`config.mk`:
```
export PLATFORM = sky130hd
export DESIGN_NAME = conv_row_sequencer
export DESIGN_NICKNAME = d
export VERILOG_FILES = /design/src/rtl/conv_ctrl_pkg.sv /design/src/rtl/seq_skid_fifo.sv /design/src/rtl/conv_row_sequencer.sv
export SDC_FILE = /design/constraint.sdc
export NUM_CORES = 1
export LEC_CHECK = 0
export CORE_MARGIN = 2
export CORE_UTILIZATION = 39
export CTS_BUF_LIST = sky130_fd_sc_hd__clkbuf_16
export CTS_CLUSTER_DIAMETER = 50
export DETAILED_ROUTE_END_ITERATION = 10
export SLEW_MARGIN = 10
export SYNTH_ARGS = -nofsm -noshare
export SYNTH_HDL_FRONTEND = slang
export SYNTH_SLANG_ARGS = --single-unit
```
`constraint.sdc`:
```
create_clock -name clk -period 5.6 [get_ports clk]
set_input_delay 1.4 -clock clk [delete_from_list [all_inputs] [get_ports clk]]
set_output_delay 1.4 -clock clk [all_outputs]
set_load 0.1 [all_outputs]
```
`src/rtl/conv_ctrl_pkg.sv`:
```
// Shared types and helpers for the convolution row read-side controller.
package conv_ctrl_pkg;

    typedef enum logic [2:0] {
        IDLE,
        CHECK,
        WAIT_FULL,
        READ,
        DRAIN,
        DONE,
        ERR
    } seq_state_t;

    // A job is runnable only with a non-empty row that fits the buffer and at least one row.
    function automatic logic cfg_ok(input logic [31:0] width,
                                    input logic [31:0] rows,
                                    input logic [31:0] max_width);
        return (width != 32'd0) && (width <= max_width) && (rows != 32'd0);
    endfunction

endpackage

```
`src/rtl/seq_skid_fifo.sv`:
```
// Small synchronous FIFO that absorbs buffer read data while the stream is stalled.
module seq_skid_fifo #(
    parameter int unsigned WIDTH = 97,
    parameter int unsigned DEPTH = 4,
    parameter int unsigned CNT_W = $clog2(DEPTH + 1)
) (
    input  logic             clk,
    input  logic             rst,
    input  logic             push,
    input  logic [WIDTH-1:0] wr_data,
    input  logic             pop,
    output logic [WIDTH-1:0] rd_data,
    output logic             empty,
    output logic [CNT_W-1:0] count
);

    localparam int unsigned PTR_W = (DEPTH > 1) ? $clog2(DEPTH) : 1;

    logic [WIDTH-1:0] mem [DEPTH];
    logic [PTR_W-1:0] wr_ptr;
    logic [PTR_W-1:0] rd_ptr;
    logic             full;
    logic             push_ok;
    logic             pop_ok;

    assign empty   = (count == '0);
    assign full    = (count == CNT_W'(DEPTH));
    assign push_ok = push && !full;
    assign pop_ok  = pop && !empty;
    assign rd_data = mem[rd_ptr];

    function automatic logic [PTR_W-1:0] next_ptr(input logic [PTR_W-1:0] p);
        return (p == PTR_W'(DEPTH - 1)) ? '0 : p + PTR_W'(1);
    endfunction

    // Storage write; contents need no reset because empty masks them.
    always_ff @(posedge clk) begin
        if (push_ok) begin
            mem[wr_ptr] <= wr_data;
        end
    end

    // Pointer and occupancy bookkeeping.
    always_ff @(posedge clk or posedge rst) begin
        if (rst) begin
            wr_ptr <= '0;
            rd_ptr <= '0;
            count  <= '0;
        end else begin
            if (push_ok) wr_ptr <= next_ptr(wr_ptr);
            if (pop_ok)  rd_ptr <= next_ptr(rd_ptr);
            count <= count + CNT_W'(push_ok) - CNT_W'(pop_ok);
        end
    end

endmodule

```
`src/rtl/conv_row_sequencer.sv`:
```
// Read-side controller for the 3-row line buffer: issues credited column reads once the
// buffer is full, tags the last column of each row, and streams columns out through a skid FIFO.
// Optional feature: define CONV_SEQ_STATS_EN to add the stall_cycles counter output.
module conv_row_sequencer
    import conv_ctrl_pkg::*;
#(
    parameter int unsigned BUS_WIDTH     = 32,
    parameter int unsigned ROWS          = 3,
    parameter int unsigned MAX_ROW_WIDTH = 1024,
    parameter int unsigned ADDR_WIDTH    = $clog2(MAX_ROW_WIDTH),
    parameter int unsigned READ_LATENCY  = 2,
    parameter int unsigned SKID_DEPTH    = 4
) (
    input  logic                      clk,
    input  logic                      rst,
    input  logic                      start,
    input  logic [31:0]               row_width,
    input  logic [31:0]               num_rows,
    input  logic                      buf_full,
    input  logic                      buf_valid,
    input  logic [ROWS*BUS_WIDTH-1:0] buf_data,
    output logic [ADDR_WIDTH-1:0]     rd_addr,
    output logic                      rd_en,
    output logic [ROWS*BUS_WIDTH-1:0] m_tdata,
    output logic                      m_tvalid,
    input  logic                      m_tready,
    output logic                      m_tlast,
    output logic                      busy,
    output logic                      done,
    output logic                      err
`ifdef CONV_SEQ_STATS_EN
    ,
    output logic [31:0]               stall_cycles
`endif
);

    localparam int unsigned DATA_W = ROWS * BUS_WIDTH;
    localparam int unsigned CNT_W  = $clog2(SKID_DEPTH + 1);

    seq_state_t              state;
    seq_state_t              state_next;
    logic [31:0]             cfg_width;
    logic [31:0]             cfg_rows;
    logic [31:0]             rows_done;
    logic [ADDR_WIDTH:0]     col;
    logic [CNT_W-1:0]        outstanding;
    logic [CNT_W-1:0]        fifo_count;
    logic [READ_LATENCY-1:0] tag_pipe;
    logic                    hold;
    logic                    credit;
    logic                    issue;
    logic                    last_col;
    logic                    accept;
    logic                    pop;
    logic                    fifo_empty;
    logic [DATA_W:0]         fifo_head;

    assign credit   = (32'(outstanding) + 32'(fifo_count)) < SKID_DEPTH;
    assign issue    = (state == READ) && credit;
    assign last_col = (32'(col) == cfg_width - 32'd1);
    assign accept   = buf_valid && (outstanding != '0);
    assign pop      = m_tvalid && m_tready;

    assign rd_en    = issue;
    assign rd_addr  = issue ? col[ADDR_WIDTH-1:0] : '0;
    assign m_tvalid = !fifo_empty;
    assign m_tdata  = m_tvalid ? fifo_head[DATA_W:1] : '0;
    assign m_tlast  = m_tvalid && fifo_head[0];
    assign busy     = (state == CHECK) || (state == WAIT_FULL) || (state == READ) || (state == DRAIN);
    assign done     = (state == DONE) || (state == ERR);

    // State register.
    always_ff @(posedge clk or posedge rst) begin
        if (rst) state <= IDLE;
        else     state <= state_next;
    end

    // Next-state logic; DRAIN leaves as the final beat pops so done lands the cycle after it.
    always_comb begin
        state_next = state;
        case (state)
            IDLE:      if (start) state_next = CHECK;
            CHECK:     state_next = cfg_ok(cfg_width, cfg_rows, 32'(MAX_ROW_WIDTH)) ? WAIT_FULL : ERR;
            WAIT_FULL: if (!hold && buf_full) state_next = READ;
            READ: begin
                if (issue && last_col) begin
                    state_next = (rows_done + 32'd1 < cfg_rows) ? WAIT_FULL : DRAIN;
                end
            end
            DRAIN: begin
                if ((outstanding == '0) &&
                    ((fifo_count == '0) || ((fifo_count == CNT_W'(1)) && pop))) begin
                    state_next = DONE;
                end
            end
            DONE:      state_next = IDLE;
            ERR:       state_next = IDLE;
            default:   state_next = IDLE;
        endcase
    end

    // Job configuration, column/row counters, read credit and the error flag.
    always_ff @(posedge clk or posedge rst) begin
        if (rst) begin
            cfg_width   <= '0;
            cfg_rows    <= '0;
            rows_done   <= '0;
            col         <= '0;
            outstanding <= '0;
            hold        <= 1'b0;
            err         <= 1'b0;
        end else begin
            if (state == IDLE && start) begin
                cfg_width <= row_width;
                cfg_rows  <= num_rows;
                rows_done <= '0;
                col       <= '0;
                err       <= 1'b0;
            end
            if (state == CHECK && state_next == ERR) err <= 1'b1;
            if (issue) begin
                col <= last_col ? '0 : col + 1'b1;
                if (last_col) rows_done <= rows_done + 32'd1;
            end
            hold        <= (state == READ) && (state_next == WAIT_FULL);
            outstanding <= outstanding + CNT_W'(issue) - CNT_W'(accept);
        end
    end

    // Last-column tag travels alongside each read for the buffer's fixed latency.
    always_ff @(posedge clk or posedge rst) begin
        if (rst) begin
            tag_pipe <= '0;
        end else begin
            tag_pipe[0] <= issue && last_col;
            for (int unsigned i = 1; i < READ_LATENCY; i++) begin
                tag_pipe[i] <= tag_pipe[i-1];
            end
        end
    end

    seq_skid_fifo #(
        .WIDTH (DATA_W + 1),
        .DEPTH (SKID_DEPTH),
        .CNT_W (CNT_W)
    ) u_fifo (
        .clk     (clk),
        .rst     (rst),
        .push    (accept),
        .wr_data ({buf_data, tag_pipe[READ_LATENCY-1]}),
        .pop     (pop),
        .rd_data (fifo_head),
        .empty   (fifo_empty),
        .count   (fifo_count)
    );

`ifdef CONV_SEQ_STATS_EN
    logic stall;
    assign stall = busy && ((state == WAIT_FULL) || ((state == READ) && !credit) || (m_tvalid && !m_tready));

    // Saturating stall counter, restarted by each accepted start.
    always_ff @(posedge clk or posedge rst) begin
        if (rst) begin
            stall_cycles <= '0;
        end else if (state == IDLE && start) begin
            stall_cycles <= '0;
        end else if (stall && (stall_cycles != '1)) begin
            stall_cycles <= stall_cycles + 32'd1;
        end
    end
`endif

endmodule

```
After elaboration in Yosys (flattened, before gate mapping)
Memory sizes are Yosys's and may differ from the RTL's.
Index checks and enable logic that the tools add are counted.
{ "word_totals": {"reg_bits": 124, "mem_bits_rw": 388, "inputBits": 166, "memories": 1} }
{ "op_classes": {"addsub": 10, "magnitude_cmp": 3, "n_eq_ne": 13, "n_mux": 21, "n_reduce_logical": 31} }
{ "mem_list": {"columns": ["name", "words", "width", "read_ports", "rd_clocked_by_memory_dff", "write_ports", "line_no", "source"], "rows": [
  ["u_fifo.mem", 4, 97, 1, 0, 1, "seq_skid_fifo.sv:19", "logic [WIDTH-1:0] mem [DEPTH];"]
]} }
{ "op_table": {"columns": ["operator", "count"], "rows": [
  ["32-bit 2-to-1 mux", 3],
  ["96-bit 2-to-1 mux", 1],
  ["32-bit nonzero test", 2],
  ["11-bit 2-to-1 mux", 3],
  ["32-bit by 1-bit adder with 32-bit output (second input constant)", 1],
  ["11-bit by 32-bit equality test with 1-bit output", 1],
  ["32-bit by 11-bit less-or-equal comparator with 1-bit output (second input constant)", 1],
  ["32-bit < comparator", 1],
  ["32-bit by 1-bit subtractor with 32-bit output (second input constant)", 1],
  ["3-bit 2-to-1 mux", 6],
  ["3-bit equality test (second input constant)", 5],
  ["1-bit logical AND", 15],
  ["3-bit case mux with 5 select lines", 1],
  ["11-bit by 1-bit adder with 11-bit output (second input constant)", 1],
  ["10-bit 2-to-1 mux", 1],
  ["3-bit by 2-bit equality test with 1-bit output (second input constant)", 3],
  ["3-bit logical NOT", 3],
  ["3-bit by 1-bit adder with 3-bit output", 2],
  ["3-bit by 1-bit equality test with 1-bit output (second input constant)", 2],
  ["3-bit by 1-bit subtractor with 3-bit output", 2],
  ["1-bit logical OR", 5],
  ["2-bit by 1-bit adder with 2-bit output (second input constant)", 2],
  ["3-bit by 3-bit adder with 4-bit output", 1],
  ["2-bit equality test (second input constant)", 2],
  ["other kinds (6)", 13]
]} }

Logic depth before layout (Yosys ltp)
Gate-level depths: netlist of run 1.
{ "logic_depth": {"ltp_word": 11, "ltp_mapped": 17} }

Modules after synthesis
From an unflattened synthesis of run 1, not the netlist that was laid out.
{ "hier_totals": {"cells_unflattened": 1497, "hier_area_um2": 22251.3} }
{ "modules_own_cells": {"columns": ["mod", "n_inst", "cells_each", "area_each_um2"], "rows": [
  ["seq_skid_fifo", 1, 546, 14417.6],
  ["conv_row_sequencer", 1, 951, 7833.8]
]} }

Worst setup path after synthesis of run 1
Ideal clock, no wire load.
{ "synth_path": {"kind": "input to register", "from": "in buf_valid", "to": "mem u_fifo.mem[0][0] (enable)", "setup_ns": 0.467, "arrival_time_ns": 4.237, "required_time_ns": 5.133, "slack_ns": 0.897, "cell_stages": 3, "n_path_buf": 0, "path_cell_list": "nor2b_1 -> a21boi_1 -> and2_1"} }
{ "synth_between": {"elab_chain_cells": 4} }
{ "synth_lines": {"columns": ["item", "line_no", "source"], "rows": [
  ["from (decl)", "conv_row_sequencer.sv:20", "input logic buf_valid,"],
  ["1-bit logical AND", "conv_row_sequencer.sv:61", "assign accept = buf_valid && (outstanding != '0);"],
  ["1-bit logical AND", "seq_skid_fifo.sv:28", "assign push_ok = push && !full;"],
  ["net u_fifo.push_ok", "seq_skid_fifo.sv:23", "logic push_ok;"],
  ["1-bit 2-to-1 mux", "seq_skid_fifo.sv:38", "if (push_ok) begin"],
  ["1-bit 2-to-1 mux (not written as such)", "seq_skid_fifo.sv:39", "mem[wr_ptr] <= wr_data;"],
  ["to (decl)", "seq_skid_fifo.sv:19", null]
]} }
The timed path passes the listed nets, and every way through them passes these cells.

Worst setup path in the final report of run 1
{ "layout_path": {"from": "reg u_fifo.rd_ptr[1]", "to": "out m_tdata[56]"} }
{ "layout_between": {"elab_chain_cells": 2} }
{ "layout_lines": {"columns": ["item", "line_no", "source"], "rows": [
  ["from (decl)", "seq_skid_fifo.sv:21", "logic [PTR_W-1:0] rd_ptr;"],
  ["from (signal assigned)", "seq_skid_fifo.sv:51", "if (pop_ok) rd_ptr <= next_ptr(rd_ptr);"],
  ["memory read 4 x 97 bit", null, null],
  ["96-bit 2-to-1 mux", "conv_row_sequencer.sv:67", "assign m_tdata = m_tvalid ? fifo_head[DATA_W:1] : '0;"],
  ["to (decl)", "conv_row_sequencer.sv:24", "output logic [ROWS*BUS_WIDTH-1:0] m_tdata,"]
]} }
Every way passes these cells.

==> summary.md, run 1 <==
| Metric | Value |
|---|---|
| Relative slew slack | `18.39%` |
| Port Buf Inserts | `~280` |
| CP max stage delay | `~1.2 ns` |
| Critical path class | `reg -> out` |
| # Post-CTS Setup Buffers | `0` |
| Xor and xnor area share after synthesis | `1.780%` |
| Final instance area | `~28000 um^2` |
| Hold Buf Count CTS | `0` |
| RD Place Congestion | `0.7816` |
| CTS tree | `built` |
| HP Start | `tag_pipe[0]` |
| Gr busiest metal | `met2` |
| Drt pass-1 iters | `4` |
| Die width | `242.3 um` |
| Mapped cell area | `22150 um^2` |
| Area grow syn2layout | `25.97%` |
| Synth Area in Adders | `2.723%` |
| Post-Synth Simple-Gate Area | `12.85%` |
| Post-synthesis mux area share | `10.06%` |
| Clk_skew | `~0.022 ns` |
| Unrepaired setup endpoints after global routing | `false` |
| Final ANT Viol Nets | `0` |
| Register area share after synthesis | `66.62%` |
| Most frequent cells in the layout | `edfxtp_1, clkdlybuf4s50_1, nand2_1` |
| Met2 Use GR | `between 20 and 30%` |
| Fin crit period | `roughly 4.8 ns` |
| Critical path launch point type | `flip-flop` |
| Tcrit/Tclk final | `85.08%` |
| # setup viols final | `0` |
| Crit path arrival time | `3.36 ns` |
| Final WL | `49770 um` |
| Max-slew violations | `0` |
| CTS resizes | `0` |
| Max-cap violation count | `0` |
| Hold Crit Class | `reg -> reg` |
| Placed Area | `between 20000 and 30000 um^2` |
| WHS Endpoint | `tag_pipe[1]` |
| Critical path launch point | `u_fifo.rd_ptr[1]` |
| Antenna cell count | `0` |
| Starting density of the core | `39.35%` |
| Vias post-DR | `13290` |
| Longest Clk Path Bufs | `3` |
| Beginning of the worst register-to-register path | `rows_done[0]` |
| H-tree depth | `2` |
| Reg-to-Reg End | `state[2]` |
| Clk slew on worst S/H paths | `0.06 ns` |
| Synth warnings | `0` |
| Final hold vios | `0` |
| CP Max Fanout | `43` |
| Worst skew pair latency | `~0.6 ns` |
| Met3 Track Usage GR | `3.168%` |
| Worst-margin pin slew | `1.216 ns` |
| Syn Inst Count | `1506` |
| Layout cells sized above 1 | `14.19%` |
| Ys flop type | `edfxtp_1` |
| M1 GR Usage | `between 20% and 30%` |
| Clock sink total | `512` |
| Vias in the first global route | `13590` |
| Worst Path Required | `4.20 ns` |
| FF-to-FF setup slack | `1.39 ns` |
| # DRC | `0` |
| Placed insts | `approximately 2500` |
| Post-synth EDFFs | `388` |
| TNS Setup | `0 ns` |
| Worst-case reg-to-reg path depth | `17` |
| Final HPWL DP | `31960 um` |
| Largest family of logic cells by synthesized area | `simple AND/OR/NAND/NOR gates` |
| CTS buffer count | `a little under 60` |
| IO Count | `278` |
| Row count | `87` |
| Nets@finish | `2010` |
| All-layer global routing usage | `16.96%` |
| Avg Cell Area, Syn | `14.71 um^2` |
| Fillers | `between 4000 and 5000` |
| Core area | `56280 um^2` |
| Die area | `about 59000 um^2` |
| Yosys reg bits | `around 500` |
| Post-DR vias/cell | `roughly 5` |
| Ys async rst share | `24.22%` |
| Critical Path Sink Type | `output port` |
| Layout Cells excl Fill | `~2600` |
| GRT Residual Overflow | `0` |
| CP Cell Sequence | `buf_12, mux4_2, and2_1, clkdlybuf4s50_1` |
| Worst Hold Depth | `0` |
| Complex-gate fraction of the synthesized area | `under 10%` |
| Status | `finished clean` |
| Post-DR wirelength/cell | `around 19 um` |
| First-pass GRT wire length | `roughly 78000 um` |
| Die Height | `242.3 um` |
| Drt initial violations | `820` |
| Crit-path slowest cell | `clkdlybuf4s50_1` |
| Clk root buf | `clkbuf_16` |
| Post-Syn Nets | `1719` |
| Initial antenna violation count | `3` |
| Commonest non-fill, non-tap cell in the layout | `edfxtp_1` |
| Largest net degree at the start of global routing | `roughly 110` |
| Max Fclk | `209.9 MHz` |
| Yosys cell types | `63` |
==> routing by layer <==
metal	vias up	part of all wire [%]
li1	6210	-
met1	6682	45
met2	321	49
met3	73	4.7
met4	4	1.7
met5	-	0.050
==> stage by stage <==
step	util (%)	hold WS (ns)	setup WS, ns
floorplan	-	0.3312	0.8968
global placement	45.93	0.3558	1.425
detailed placement	45.93	0.3623	1.426
CTS	49.57	0.3752	0.7539
global route	49.57	0.3744	0.6920
finish	49.57	0.3741	0.8356
==> worst max-delay path, delay by kind of cell (launching register included) <==
family | cells | cell delay [ns]
buffers and inverters | 2 | 1.53
flip-flops | 1 | 0.78
multiplexers | 1 | 0.25
AND/OR/NAND/NOR | 1 | 0.14
==> layout make-up <==
| type | instances | area [um^2] | share of cell area [%] |
|---|---|---|---|
| repair buffers | 303 | 3025 | 10.84 |
| multi-input cells | 864 | 6900 | 24.74 |
| inverters | 57 | 216.5 | 0.7759 |
| flip-flops and latches | 512 | 14760 | 52.92 |
| clock buffers | 60 | 1501 | 5.382 |
| clock inverters | 50 | 545.5 | 1.956 |
| well taps | 756 | 945.9 | 3.391 |
==> worst max-delay path by stage <==
stage                     slack [ns]  cells after the start     endpoint
after floorplan                 0.90                      1  cfg_rows[0]
after global placement          1.42                      4  m_tdata[53]
after detailed placement        1.43                     17     state[2]
after CTS                       0.75                      4  m_tdata[56]
after global routing            0.69                      4  m_tdata[64]
final                           0.84                      4  m_tdata[56]
==> cell usage after synthesis, drive strengths merged, types with 14 or more instances <==
library cell | instances | area [um^2]
mux4 | 97 | 2185
nor2 | 29 | 108.9
o21ai | 60 | 300.3
nand2 | 185 | 694.4
a21oi | 16 | 80.08
nor3 | 22 | 110.1
nand4 | 17 | 106.4
buf | 22 | 101.3
xor2 | 19 | 166.4
ha | 45 | 563.0
nand2b | 37 | 231.5
clkbuf | 51 | 193.9
inv | 57 | 214.0
dfrtp | 124 | 3103
edfxtp | 388 | 11650
nand3 | 44 | 220.2
nor4 | 22 | 137.6
and2 | 114 | 713.2
a21o | 14 | 105.1
xnor2 | 26 | 227.7
==> cell families (layout without fill, tap and decap cells) <==
family	Yosys count	count (layout)
XOR/XNOR	45	45
flip-flops	512	512
multiplexers	101	101
AND/OR/NAND/NOR	541	541
AO/OA/AOI/OAI	130	130
buffers and inverters	130	470
adder cells (fa/ha/maj)	47	47
==> state kept, by name (all words and copies together) (netlist names) <==
name	flops
cfg_width	32
err	1
outstanding	3
cfg_rows	32
col	11
rows_done	32
u_fifo.count	3
u_fifo.wr_ptr	2
tag_pipe	2
state	3
u_fifo.rd_ptr	2
hold	1
u_fifo.mem	388
Power of run 1 is left out: the tool's default activity adds up to more than one toggle a clock period on the data nets, which glitch-free logic cannot reach.
==> inputs of run 2 (changes only) <==
- ABC_AREA: default -> 1
- DONT_BUFFER_PORTS: default -> 1
==> run 2 against run 1 <==
Compared with the run above:
- wire length rose by 15%
- sequential cell count did not move
- first-iteration DRC count rose by 15%
- synthesized area rose by 2.4%
- via count rose by 20%
- critical path depth rose by 2
- critical path type unchanged
- largest cell class unchanged
- highest routed layer is now met4
==> summary.md, run 2 <==
| Metric | Value |
|---|---|
| Status | `finished clean` |
| CP Cell Sequence | `ha_1, or3_1, nor2_2, buf_4, inv_1, nor2_2` |
| Final WL | `57480 um` |
| Nets@finish | `2516` |
| Tcrit/Tclk final | `between 80 and 90%` |
| Relative slew slack | `24.67%` |
| Post-Syn Nets | `2425` |
| CP Max Fanout | `13` |
| TNS Setup | `0 ns` |
| Synth top area share | `51.37%` |
| Post-synth EDFFs | `388` |
| Hold_ws | `0.3497 ns` |
| Port Buf Inserts | `0` |
| Avg Cell Area, Syn | `10.25 um^2` |
| Crit-path slowest cell | `nor2_2` |
| Post-DR wirelength/cell | `about 18 um` |
| All-layer global routing usage | `19.00%` |
| Top-count cell post-synth | `nor2_1` |
| Fillers | `~5200` |
| IO Count | `278` |
| Row count | `88` |
| Commonest non-fill, non-tap cell in the layout | `nor2_1` |
| Worst Path Required | `between 4 and 5 ns` |
| Top cells by area, synth | `edfxtp_1, dfrtp_1, nor2_1, o21ai_0, nand2_1` |
| Longest Clk Path Bufs | `3` |
| Die width | `~250 um` |
| First-pass GRT wire length | `around 89000 um` |
| Yosys cell types | `42` |
| RD Place Congestion | `roughly 0.92` |
| Register with the most flip-flops | `u_fifo.mem` |
| Starting density of the core | `39.39%` |
| Critical path launch point type | `flip-flop` |
| Critical path's top delay family | `simple AND/OR/NAND/NOR gates` |
| Ys async rst share | `roughly 24%` |
| Max Fclk | `206.9 MHz` |
| FF-to-FF setup slack | `about 1.8 ns` |
| Drt initial violations | `between 900 and 1000` |
| Unrepaired setup endpoints after global routing | `false` |
| Fin crit period | `4.833 ns` |
| Register area share after synthesis | `65.04%` |
| Worst-margin pin slew | `1.130 ns` |
| Die Height | `245.2 um` |
| Max-cap violation count | `0` |
| Clk_skew | `roughly 0.033 ns` |
| Final instance area | `between 20000 and 30000 um^2` |
| Mapped cell area | `22680 um^2` |
| Max reg flops | `388` |
| CTS buffer count | `between 60 and 70` |
| Die area | `60110 um^2` |
| Final ANT Viol Nets | `0` |
| CP most frequent cell | `nor2_2` |
| Largest net degree at the start of global routing | `around 100` |
| Area grow syn2layout | `18.35%` |
| GRT Residual Overflow | `0` |
| CTS resizes | `0` |
| Synth area leader | `edfxtp_1` |
| # setup viols final | `0` |
| Vias post-DR | `around 16000` |
| Clk slew on worst S/H paths | `roughly 0.06 ns` |
| Vias in the first global route | `between 15000 and 20000` |
| Crit path buffers/inverters | `2` |
| Yosys reg bits | `512` |
| Synth warnings | `0` |
| Post-DR vias/cell | `5.125` |
| Crit path arrival time | `3.43 ns` |
| Clock sink total | `512` |
| Initial antenna violation count | `0` |
| # DRC | `0` |
| Drt pass-1 iters | `5` |
| Syn Inst Count | `about 2200` |
| Clk root buf | `clkbuf_16` |
| Critical Path Sink Type | `output port` |
| Hold Crit Class | `reg -> reg` |
| Max-slew violations | `0` |
| H-tree depth | `2` |
| Final hold vios | `0` |
| Hold Buf Count CTS | `0` |
| Critical path class | `reg -> out` |
| Final HPWL DP | `36100 um` |
| CP max stage delay | `0.93 ns` |
| CTS tree | `built` |
| Antenna cell count | `0` |
| Core area | `57590 um^2` |
| Commonest cells post-synth | `nor2_1, edfxtp_1, o21ai_0` |
| Most frequent cells in the layout | `nor2_1, edfxtp_1, o21ai_0` |
| # Post-CTS Setup Buffers | `0` |
| Worst skew pair latency | `about 0.63 ns` |
| Placed Area | `~25000 um^2` |
| Ys flop type | `edfxtp_1` |
| Layout cells sized above 1 | `between 10% and 20%` |
-- run 2: through the flow --
step	setup slack (ns)	std cells	utilization, %
6_report	0.7666	3121	46.62
5_1_grt	0.5768	3121	46.62
4_1_cts	0.7139	3121	46.62
3_5_place_dp	1.375	3005	43.02
3_3_place_gp	1.406	3005	43.02
2_1_floorplan	-0.6963	2212	-
-- run 2: layer usage --
layer,wire (um),up-vias,global-route usage (%)
met5,0,-,0
met4,2069,0,7.281
met3,4014,110,5.030
met2,26890,413,30.84
li1,-,7710,-
met1,24500,7762,24.32
-- run 2: cell type report --
type | count | area, um^2 | area share, %
clock inverter | 55 | 548.0 | 2.041
sequential | 512 | 14760 | 54.99
timing repair buffer | 126 | 1064 | 3.962
multi-input combinational | 1445 | 7392 | 27.54
clock buffer | 61 | 1526 | 5.686
inverter | 157 | 596.8 | 2.223
tap | 765 | 957.2 | 3.565
-- run 2: worst paths after layout --
path                       depth (start not counted)           start          endpoint
setup / recovery                                   6  outstanding[2]        rd_addr[9]
hold reg to reg                                    0     tag_pipe[0]       tag_pipe[1]
setup reg to reg                                  19    rows_done[2]              hold
max in group asynchronous                          2             rst      cfg_rows[17]
hold / removal                                     0     tag_pipe[0]       tag_pipe[1]
min in group asynchronous                          1             rst  u_fifo.rd_ptr[1]
-- run 2: logic make-up after synthesis --
family | synth area share, %
flops | 65.04
fa+ha+maj | 2.659
compound gates | 9.659
xor+xnor | 1.660
buf+inv | 4.280
simple gates | 16.70
Power of run 2 is left out for the same reason.
==> inputs of run 3 (changes only) <==
- ABC_CLOCK_PERIOD_IN_PS: default -> 5600
- CORE_UTILIZATION: 39 -> 45
- SETUP_SLACK_MARGIN: default -> 0.05
==> run 3 against run 2 <==
Compared with the run above:
- register-to-register slack improved by 0.18 ns
- wire length decreased by 1.9%
- setup slack got worse by 0.054 ns
- hold slack improved by 0.0083 ns
- clock skew increased by 0.0022 ns
- sequential share of layout area increased by 0.59 points
- cell count decreased by 3.2%
- sequential cell count unchanged
- global-route usage increased by 2.5 points
- first-iteration DRC count increased by 39%
- non-clock buffer count unchanged
- via count about the same
- highest routed layer unchanged
==> summary.md, run 3 (synthesized netlist as in run 2, its figures left out) <==
| Metric | Value |
|---|---|
| Die width | `228.5 um` |
| Fin crit period | `just under 5 ns` |
| Clk slew on worst S/H paths | `0.06 ns` |
| Worst skew pair latency | `0.63 ns` |
| # DRC | `0` |
| Area taken by multi-input logic gates | `7392 um^2` |
| Crit path arrival time | `3.49 ns` |
| Nets@finish | `~2500` |
| Final HPWL DP | `about 35000 um` |
| Vias in the first global route | `15920` |
| Largest net degree at the start of global routing | `197` |
| Register with the most flip-flops | `u_fifo.mem` |
| Post-DR wirelength/cell | `18.67 um` |
| TNS Setup | `0 ns` |
| Worst Path Required | `4.20 ns` |
| CTS buffer count | `60` |
| Starting density of the core | `between 40 and 50%` |
| H-tree depth | `2` |
| Layout cells sized above 1 | `~15%` |
| CTS tree | `built` |
| Fillers | `~4300` |
| Hold Crit Class | `reg -> reg` |
| Beginning of the worst register-to-register path | `rows_done[2]` |
| Port Buf Inserts | `0` |
| Critical Path Sink Type | `output port` |
| Initial antenna violation count | `1` |
| Drt pass-1 iters | `5` |
| Die area | `52220 um^2` |
| Die Height | `228.5 um` |
| Post-DR vias/cell | `5.290` |
| Drt initial violations | `1312` |
| CP Max Fanout | `a little over 70` |
| Clk root buf | `clkbuf_16` |
| Relative slew slack | `20.35%` |
| IO Count | `278` |
| Tcrit/Tclk final | `87.27%` |
| Final hold vios | `0` |
| # setup viols final | `0` |
| All-layer global routing usage | `21.54%` |
| Critical path launch point type | `flip-flop` |
| Row count | `around 80` |
| Final WL | `56390 um` |
| Vias post-DR | `approximately 16000` |
| Longest Clk Path Bufs | `3` |
| Clk_skew | `0.03566 ns` |
| Critical path class | `reg -> out` |
| Clock sink total | `512` |
| Max-cap violation count | `0` |
| GRT Residual Overflow | `0` |
| CTS resizes | `0` |
| Most frequent cells in the layout | `nor2_1, edfxtp_1, o21ai_0` |
| # Post-CTS Setup Buffers | `0` |
| Max reg flops | `388` |
| Hold Buf Count CTS | `0` |
| Critical path launch point | `u_fifo.rd_ptr[1]` |
| Max Fclk | `between 200 and 250 MHz` |
| Unrepaired setup endpoints after global routing | `false` |
| First-pass GRT wire length | `about 90000 um` |
| Status | `finished clean` |
| Max-slew violations | `0` |
| Sequential cell area | `14760 um^2` |
| Area grow syn2layout | `17.11%` |
| Final ANT Viol Nets | `0` |
| Worst-margin pin slew | `1.193 ns` |
| RD Place Congestion | `around 0.94` |
| Core area | `~50000 um^2` |
| Commonest non-fill, non-tap cell in the layout | `nor2_1` |
| HP Start | `tag_pipe[0]` |
[run 3: area by class of cell]
cell class                 count  area share (%)
antenna                        1        0.009421
clock buffer                  61           5.747
clock inverter                47           1.521
inverter                     157           2.247
multi-input combinational   1445           27.83
sequential                   512           55.57
tap                          672           3.165
timing repair buffer         126           3.910
[run 3: per-layer routing]
layer	global-route usage, %	share of wire, %	vias to the layer above
met5	0	0	-
li1	-	-	7698
met4	6.516	2.2	0
met3	5.726	7.4	73
met2	35.97	48	447
met1	27.52	42	7764
[run 3: per-stage QoR]
step	instances	area (um^2)	hold WS (ns)	worst slack, ns	util (%)
after floorplan	2212	22690	0.3312	-0.6963	-
after global placement	2912	24630	0.3594	1.408	49.29
after detailed placement	2912	24630	0.3471	1.405	49.29
after CTS	3020	26560	0.3614	0.6813	53.16
after global routing	3020	26560	0.3669	0.5869	53.16
final	3021	26560	0.3580	0.7130	53.16
[run 3: path summary, 6_finish.rpt]
check / depth (start not counted) / end / slack (ns)
max: 6 / m_tdata[2] / 0.71
min: 0 / tag_pipe[1] / 0.36
max reg2reg: 19 / hold / 1.95
min reg2reg: 0 / tag_pipe[1] / 0.36
max in group asynchronous: 2 / cfg_width[17] / 3.73
min in group asynchronous: 1 / cfg_rows[5] / 0.87
[run 3: worst max-delay path, stage by stage (launching register included)]
cell and delay (ns):
dfrtp_4 0.70, clkinv_2 0.53, buf_4 0.57, nor2_1 0.24, o21ai_0 0.17, a21oi_2 0.19
buf_4 0.32
Power of run 3 is left out for the same reason.
